--- src/rtl/elc3_pkg.sv ---
// Shared types for the ELC3 execution units: multiply/divide function codes and FSM states.
package elc3_pkg;

    typedef enum logic [1:0] {
        MULU = 2'b00,
        MULS = 2'b01,
        DIVU = 2'b10,
        DIVS = 2'b11
    } muldiv_fn_t;

    typedef enum logic [1:0] {
        MD_IDLE = 2'b00,
        MD_CALC = 2'b01,
        MD_FIX  = 2'b10
    } muldiv_state_t;

    function automatic logic fn_is_div(input muldiv_fn_t f);
        return f[1];
    endfunction

    function automatic logic fn_is_signed(input muldiv_fn_t f);
        return f[0];
    endfunction

endpackage

--- src/rtl/muldiv_unit_if.sv ---
// Run/Ready bus between the datapath and the multiply/divide unit.
interface muldiv_unit_if
    import elc3_pkg::*;
#(
    parameter int WIDTH = 16
);
    logic             Run;
    muldiv_fn_t       Fn;
    logic [WIDTH-1:0] A;
    logic [WIDTH-1:0] B;
    logic [WIDTH-1:0] Out;
    logic [WIDTH-1:0] OutHi;
    logic             Ready;
    logic             DivZero;

    modport master (output Run, Fn, A, B, input Out, OutHi, Ready, DivZero);
    modport slave  (input Run, Fn, A, B, output Out, OutHi, Ready, DivZero);
endinterface

--- src/rtl/muldiv_unit.sv ---
// Iterative multiply/divide: one result bit per clock on unsigned magnitudes, sign fixup in FIX.
// Latency WIDTH+2 edges from Run to Ready; Run is ignored while busy, results hold until the FIX edge.
module muldiv_unit
    import elc3_pkg::*;
#(
    parameter int WIDTH = 16
) (
    input  logic         Clk,
    input  logic         Reset,
    muldiv_unit_if.slave bus
);
    localparam int CW = $clog2(WIDTH + 1);
    localparam int AW = 2 * WIDTH + 1;

    muldiv_state_t    state_q, state_d;
    logic [CW-1:0]    cnt_q, cnt_d;
    muldiv_fn_t       fn_q, fn_d;
    logic             neg_q, neg_d;
    logic             rneg_q, rneg_d;
    logic             bz_q, bz_d;
    logic [WIDTH-1:0] a_q, a_d;
    logic [WIDTH-1:0] b_q, b_d;
    logic [AW-1:0]    acc_q, acc_d;
    logic [WIDTH-1:0] out_q, out_d;
    logic [WIDTH-1:0] outhi_q, outhi_d;
    logic             dz_q, dz_d;

    logic             sgn;
    logic [WIDTH-1:0] a_mag, b_mag, quo, rem;
    logic [WIDTH:0]   sum, sh_hi;
    logic [AW-1:0]    sh;
    logic [2*WIDTH-1:0] prod;

    always_ff @(posedge Clk) begin
        if (Reset) begin
            state_q <= MD_IDLE;
            cnt_q   <= '0;
            fn_q    <= MULU;
            neg_q   <= 1'b0;
            rneg_q  <= 1'b0;
            bz_q    <= 1'b0;
            a_q     <= '0;
            b_q     <= '0;
            acc_q   <= '0;
            out_q   <= '0;
            outhi_q <= '0;
            dz_q    <= 1'b0;
        end else begin
            state_q <= state_d;
            cnt_q   <= cnt_d;
            fn_q    <= fn_d;
            neg_q   <= neg_d;
            rneg_q  <= rneg_d;
            bz_q    <= bz_d;
            a_q     <= a_d;
            b_q     <= b_d;
            acc_q   <= acc_d;
            out_q   <= out_d;
            outhi_q <= outhi_d;
            dz_q    <= dz_d;
        end
    end

    always_comb begin
        state_d = state_q;
        cnt_d   = cnt_q;
        fn_d    = fn_q;
        neg_d   = neg_q;
        rneg_d  = rneg_q;
        bz_d    = bz_q;
        a_d     = a_q;
        b_d     = b_q;
        acc_d   = acc_q;
        out_d   = out_q;
        outhi_d = outhi_q;
        dz_d    = dz_q;
        sgn     = fn_is_signed(bus.Fn);
        a_mag   = (sgn && bus.A[WIDTH-1]) ? -bus.A : bus.A;
        b_mag   = (sgn && bus.B[WIDTH-1]) ? -bus.B : bus.B;
        sum     = acc_q[AW-1:WIDTH] + (acc_q[0] ? {1'b0, b_q} : '0);
        sh      = {acc_q[AW-2:0], 1'b0};
        sh_hi   = sh[AW-1:WIDTH];
        prod    = neg_q ? -acc_q[2*WIDTH-1:0] : acc_q[2*WIDTH-1:0];
        quo     = neg_q ? -acc_q[WIDTH-1:0] : acc_q[WIDTH-1:0];
        rem     = rneg_q ? -acc_q[2*WIDTH-1:WIDTH] : acc_q[2*WIDTH-1:WIDTH];

        case (state_q)
            MD_IDLE: begin
                if (bus.Run) begin
                    fn_d    = bus.Fn;
                    neg_d   = sgn & (bus.A[WIDTH-1] ^ bus.B[WIDTH-1]);
                    rneg_d  = (bus.Fn == DIVS) & bus.A[WIDTH-1];
                    bz_d    = (bus.B == '0);
                    a_d     = bus.A;
                    b_d     = b_mag;
                    acc_d   = {{(WIDTH+1){1'b0}}, a_mag};
                    cnt_d   = CW'(WIDTH);
                    state_d = MD_CALC;
                end
            end
            MD_CALC: begin
                // Multiply shifts right adding into the top half; divide shifts left, quotient bits enter at bit 0.
                if (fn_is_div(fn_q)) begin
                    if (sh_hi >= {1'b0, b_q}) begin
                        acc_d = {sh_hi - {1'b0, b_q}, sh[WIDTH-1:1], 1'b1};
                    end else begin
                        acc_d = sh;
                    end
                end else begin
                    acc_d = {1'b0, sum, acc_q[WIDTH-1:1]};
                end
                cnt_d = cnt_q - CW'(1);
                if (cnt_q == CW'(1)) begin
                    state_d = MD_FIX;
                end
            end
            MD_FIX: begin
                if (!fn_is_div(fn_q)) begin
                    out_d   = prod[WIDTH-1:0];
                    outhi_d = prod[2*WIDTH-1:WIDTH];
                    dz_d    = 1'b0;
                end else if (bz_q) begin
                    out_d   = '1;
                    outhi_d = a_q;
                    dz_d    = 1'b1;
                end else begin
                    out_d   = quo;
                    outhi_d = rem;
                    dz_d    = 1'b0;
                end
                state_d = MD_IDLE;
            end
            default: state_d = MD_IDLE;
        endcase
    end

    assign bus.Ready   = (state_q == MD_IDLE);
    assign bus.Out     = out_q;
    assign bus.OutHi   = outhi_q;
    assign bus.DivZero = dz_q;

endmodule
--- src/flat_wrapper.sv ---
// flat-port wrapper written by rule: the top's interface ports become plain ports
module muldiv_unit_flat import elc3_pkg::*;
#(
    parameter int WIDTH = 16
)
  (Clk, Reset, bus_Run, bus_Fn, bus_A, bus_B, bus_Out, bus_OutHi, bus_Ready, bus_DivZero);
  muldiv_unit_if #(.WIDTH(WIDTH)) bus_i ();
  input  logic Clk;
  input  logic Reset;
  input wire logic [$bits(bus_i.Run)-1:0] bus_Run;
  input wire logic [$bits(bus_i.Fn)-1:0] bus_Fn;
  input wire logic [$bits(bus_i.A)-1:0] bus_A;
  input wire logic [$bits(bus_i.B)-1:0] bus_B;
  output wire logic [$bits(bus_i.Out)-1:0] bus_Out;
  output wire logic [$bits(bus_i.OutHi)-1:0] bus_OutHi;
  output wire logic [$bits(bus_i.Ready)-1:0] bus_Ready;
  output wire logic [$bits(bus_i.DivZero)-1:0] bus_DivZero;
  assign bus_i.Run = bus_Run;
  assign bus_i.Fn = bus_Fn;
  assign bus_i.A = bus_A;
  assign bus_i.B = bus_B;
  assign bus_Out = bus_i.Out;
  assign bus_OutHi = bus_i.OutHi;
  assign bus_Ready = bus_i.Ready;
  assign bus_DivZero = bus_i.DivZero;
  muldiv_unit #(.WIDTH(WIDTH)) u_core (.Clk(Clk), .Reset(Reset), .bus(bus_i));
endmodule
--- config.mk ---
export PLATFORM = sky130hd
export DESIGN_NAME = muldiv_unit_flat
export DESIGN_NICKNAME = d
export VERILOG_FILES = /design/src/rtl/elc3_pkg.sv /design/src/rtl/muldiv_unit_if.sv /design/src/rtl/muldiv_unit.sv /design/src/flat_wrapper.sv
export SDC_FILE = /design/constraint.sdc
export NUM_CORES = 1
export LEC_CHECK = 0
export CORE_ASPECT_RATIO = 2
export CORE_MARGIN = 2
export CORE_UTILIZATION = 46
export DETAILED_ROUTE_END_ITERATION = 10
export PLACE_DENSITY_LB_ADDON = 0.15
export SLEW_MARGIN = 20
export SYNTH_ARGS = -nofsm -noshare
export SYNTH_HDL_FRONTEND = slang
export SYNTH_SLANG_ARGS = --single-unit
--- constraint.sdc ---
create_clock -name Clk -period 3.49 [get_ports Clk]
set_clock_uncertainty 0.2 [all_clocks]
set_input_delay 0.698 -clock Clk [delete_from_list [all_inputs] [get_ports Clk]]
set_output_delay 0.698 -clock Clk [all_outputs]
set_load 0.02 [all_outputs]
## Word-level counts from Yosys, hierarchy flattened

Index checks and enable logic that the tools add are counted.

- Word-level logic and storage cells: 59
- Bits in registers: 110
- Output and inout port bits: 34
- Memories kept: 0
- RAM bits: 0
- Bits of input ports: 37
- Bits in latches: 0
- Memory bits (read-only): 0

- Add/subtract/negate cells: 8
- Divide/modulo/power cells: 0
- Equal/unequal tests: 6
- Bitwise operators: 3
- Mux-type cells: 21
- Reduce and logical (&&, ||, !) cells: 8
- Shifts and indexed selects: 0
- Order comparisons: 1
- $mul: 0

Operators by type and width:

| operator | count |
|---|---|
| 2-to-1 mux 16 bit | 9 |
| 2-to-1 mux 33 bit | 3 |
| case mux 33 bit (2 select lines) | 1 |
| negation 16 bit | 4 |
| 2-to-1 mux 32 bit | 1 |
| negation 32 bit | 1 |
| adder 17 bit | 1 |
| greater-or-equal comparator 17 x 16 -> 1 bit | 1 |
| subtractor 17 x 16 -> 17 bit | 1 |
| zero test 16 bit | 1 |
| case mux 5 bit (2 select lines) | 1 |
| AND reduction 2 bit | 3 |
| == test 5 x 1 -> 1 bit (second input constant) | 1 |
| 2-to-1 mux 5 bit | 1 |
| subtractor 5 x 1 -> 5 bit (second input constant) | 1 |
| == test 2 bit (second input constant) | 2 |
| 2-to-1 mux 2 bit | 2 |
| case mux 2 bit (2 select lines) | 1 |
| AND 1 bit | 2 |
| == test 2 x 1 -> 1 bit (second input constant) | 1 |
| logical AND 1 bit | 2 |
| zero test 2 bit | 1 |
| 2-to-1 mux 1 bit | 2 |
| inequality test 2 x 1 -> 1 bit (second input constant) | 1 |
| 3 further kinds | 3 |

## Longest topological paths before layout

- Word-level depth: 4
- Gate-level depth with buffers: 13
- Gate-level depth less buffers: 11

## Worst setup path after synthesis

No wires, ideal clock.

- Path type: reg-to-reg
- Start: register u_core.acc_q[0]
- End: register u_core.acc_q[27]
- Data required time: 3209 ps
- Clock period less this slack: 3146 ps
- Setup time: 81 ps
- Arrival: 2865 ps
- Cell stages (with the launch flop): 14
- Path slack: 344 ps
- Buffers on the path: 3
- Path through: dfxtp_1 clkbuf_1 inv_1 clkbuf_1 nor2_1 ha_1 clkbuf_1 a21o_1 or3_1 o21ai_0 a31oi_1 xnor2_1 a221o_1 a41oi_1

- Word-level cells in the longest chain between the ends: 4

Ends and longest elaborated chain:

| element | RTL line | RTL |
|---|---|---|
| start, declared | muldiv_unit.sv:23 | `logic [AW-1:0] acc_q, acc_d;` |
| start signal, assigned | muldiv_unit.sv:44 | `acc_q <= '0;` |
| start signal, assigned | muldiv_unit.sv:57 | `acc_q <= acc_d;` |
| 2-to-1 mux 16 bit | muldiv_unit.sv:80 | `sum = acc_q[AW-1:WIDTH] + (acc_q[0] ? {1'b0, b_q} : '0);` |
| adder 17 bit | muldiv_unit.sv:80 |  |
| 2-to-1 mux 33 bit | muldiv_unit.sv:103 | `if (fn_is_div(fn_q)) begin` |
| case mux 33 bit (2 select lines) | muldiv_unit.sv:87 | `case (state_q)` |

Every way passes these cells.
A chain may end at the register's enable or synchronous reset.

## Worst setup path after layout

Same ends and word-level chain as after synthesis.

==> impl_results.md <==
- Status: finished, final reports clean
- Synth unique cells: 66
- Leakage: roughly 0.0034 uW
- Yosys warning total: 0
- Die width: roughly 100 um
- Largest net degree at the start of global routing: 71
- Critical path, cell by cell: inv_1 -> buf_4 -> nor2_1 -> ha_1 -> a21o_1 -> or3_1 -> o21ai_0 -> a31oi_1 -> xnor2_1 -> a221o_1 -> a41oi_1
- Tmin final: 3190 ps
- Mean Syn Cell Area: around 7.5 um^2
- GRT overflow: 0
- Seq/Total Area, Yosys: 27.3%
- Cells on Worst Hold Path: 2
- Synth area leader: dfxtp_1
- WP data required: 3580 ps
- CTS H-tree lvls: 3
- Io pins: 71
- Die height: approximately 190 um
- Global-route wire length before repair: 37,300 um
- CTS buffer count: 9
- Initial antenna violation count: 0
- Ranking of synthesized cells by area: dfxtp_1 (27%), ha_1 (6.0%), a211oi_1 (5.7%)
- GR Util All Layers: 24.7%
- Worst vdd ir: 256 uV
- Routability cong.: 0.984
- CTS Hold Buffers Added: 0
- FF-to-FF path depth: 11
- FMAX: between 300 and 400 MHz
- Final WL: 23,000 um
- Yosys reg bits: roughly 110
- Most frequent cells in the layout: nor2_1 (120), nand2_1 (116), dfxtp_1 (108)
- Worst Hold Class: reg2reg
- Worst Path Buf+Inv: 2
- Worst Setup Start Kind: register
- Slew margin rel.: 51.9%
- Mapped Nets: 1,144
- CP Depth: 11
- Hpwl dp: 17,600 um
- Final hold vios: 0
- Top cell type's share of synthesized area: 27.3%
- Clock transition at path regs: 80 ps
- Worst slew pin tran: 721 ps
- Slew Viols, Final: 0
- Nets: 1,179
- DRT iter0 DRCs: 462
- Layout cells sized above 1: 6.32%
- # rows: 68
- Pwr Density: 369 nW/um^2
- CTS root buffer: clkbuf_16
- Most common cell after layout, fill and taps aside: nor2_1
- Max_cap viols: 0
- Sum Neg Setup Slack: 0 ps
- DRC: 0
- CTS Buffer Depth: 2
- Cell count after synthesis: 1,067
- Core ar.: 17,100 um^2
- Post-synth ARST share: 0%
- Tcrit/Tclk final: 91.5%
- Postcts setup bufs: 0
- Area Overhead vs Synth: 15.6%
- Via Count: 7,760
- Most common flop cell mapped by yosys: dfxtp_1
- Max incr delay on CP: 480 ps
- Clock latency on the worst-skew pair: 360 ps
- CTS Sinks: 109
- Final setup vio count: 0
- CP endpoint kind: register
- Setup CP Type: reg2reg
- Vias in the first global route: 7,423
- WP data arrival: about 3300 ps
- Unrepaired setup endpoints after global routing: no
- Critical path peak fanout: 12
- Post-layout util: 53.9%
- Cell Count, Final, Fillers Out: 1,317
- Drt first pass iters: 5
- Die ar.: approximately 18,000 um^2
- Post-DR vias/cell: 5.89
- Antenna cells: 0
- DR WL/cell: between 15 and 20 um
- Starting Density: 46.7%
- Critical path's top delay family: compound AO/OA/AOI/OAI gates
- Dpl cells: approximately 1,300
- Filler cell count in the final layout: 1,678
- Syn Std Cell Area: 7980 um^2
- CTS tree: done
- Post-CTS Resized: 0
- Post-DRT Antenna Nets: 0
- EDFF count, synth: 0
- Port Buffers: 70
- Slowest-stage cell, CP: o21ai_0
## sequential cells by signal, summed over array words and instances (netlist names), 2 cells and up
register	flops
u_core.a_q	16
u_core.acc_q	33
u_core.b_q	16
u_core.bus.Out	16
u_core.bus.OutHi	16
u_core.cnt_q	5
u_core.state_q	2
## cell type report
cell class	count	area [um^2]	area share (%)
timing repair buffer	106	978	10.6
clock buffer	10	239	2.59
tap	210	263	2.85
sequential	109	2180	23.7
multi-input combinational	825	5270	57.2
clock inverter	6	93.8	1.02
inverter	51	191	2.08
## cells in the mapped netlist (4+ instances only)
cell,n
mux2i_1,29
o21a_1,5
buf_1,5
a21o_1,8
nand3b_1,4
dfxtp_1,109
a21oi_1,87
xor2_1,35
a221oi_1,6
nor3_1,21
a22oi_1,9
ha_1,38
nand2_1,116
or4_1,6
nand3_1,26
nor2_1,121
nor2b_1,11
nor4_1,8
o21ai_0,44
o41ai_1,4
inv_1,51
o211ai_1,14
a31oi_1,10
nand2b_1,10
a211oi_1,61
or3_1,14
nand4_1,8
a311oi_1,8
and2_1,9
xnor2_1,52
clkbuf_1,68
o31ai_1,13
## layer usage
metal / track usage [%] / wire length [um]
met1: 32.0 / 10100
met2: 41.2 / 11000
met3: 2.60 / 1130
met4: 11.5 / 782
met5: 0 / 0
## tightest hold or removal path: stages (launching register included)
cell	delay, ps
dfxtp_1	310
nand2_1	50
a21oi_1	50
## worst paths after layout
path                          to                start  slack [ps]
min          u_core.bus.OutHi[9]  u_core.bus.OutHi[9]         250
max reg2reg     u_core.acc_q[27]      u_core.acc_q[0]         300
min reg2reg  u_core.bus.OutHi[9]  u_core.bus.OutHi[9]         250
max             u_core.acc_q[27]      u_core.acc_q[0]         300
## cell families after synthesis
logic type / share of synthesized area (%)
AND/OR/NAND/NOR: 21.0
XOR/XNOR: 9.55
multiplexers: 4.06
adder cells (fa/ha/maj): 6.46
AO/OA/AOI/OAI: 24.9
buffers and inverters: 6.70
flip-flops: 27.3
## report_power, final
| part | leakage, uW | switching [uW] | total [uW] | internal (uW) |
|---|---|---|---|---|
| Sequential | 0.000890 | 81.9 | 1390 | 1310 |
| Combinational | 0.00235 | 499 | 858 | 359 |
| Clock | 0.000165 | 499 | 1150 | 656 |
## metrics by stage
stage          setup WS (ps)  hold WS [ps]  power [uW]  area (um^2)
2_1_floorplan            344           231        2000         7980
3_3_place_gp             235           243        2260         8880
3_5_place_dp             207           245        2270         8880
4_1_cts                  358           256        3420         9220
5_1_grt                  157           278        3570         9220
6_report                 298           255        3410         9220
(Power assumes the default switching activity.)
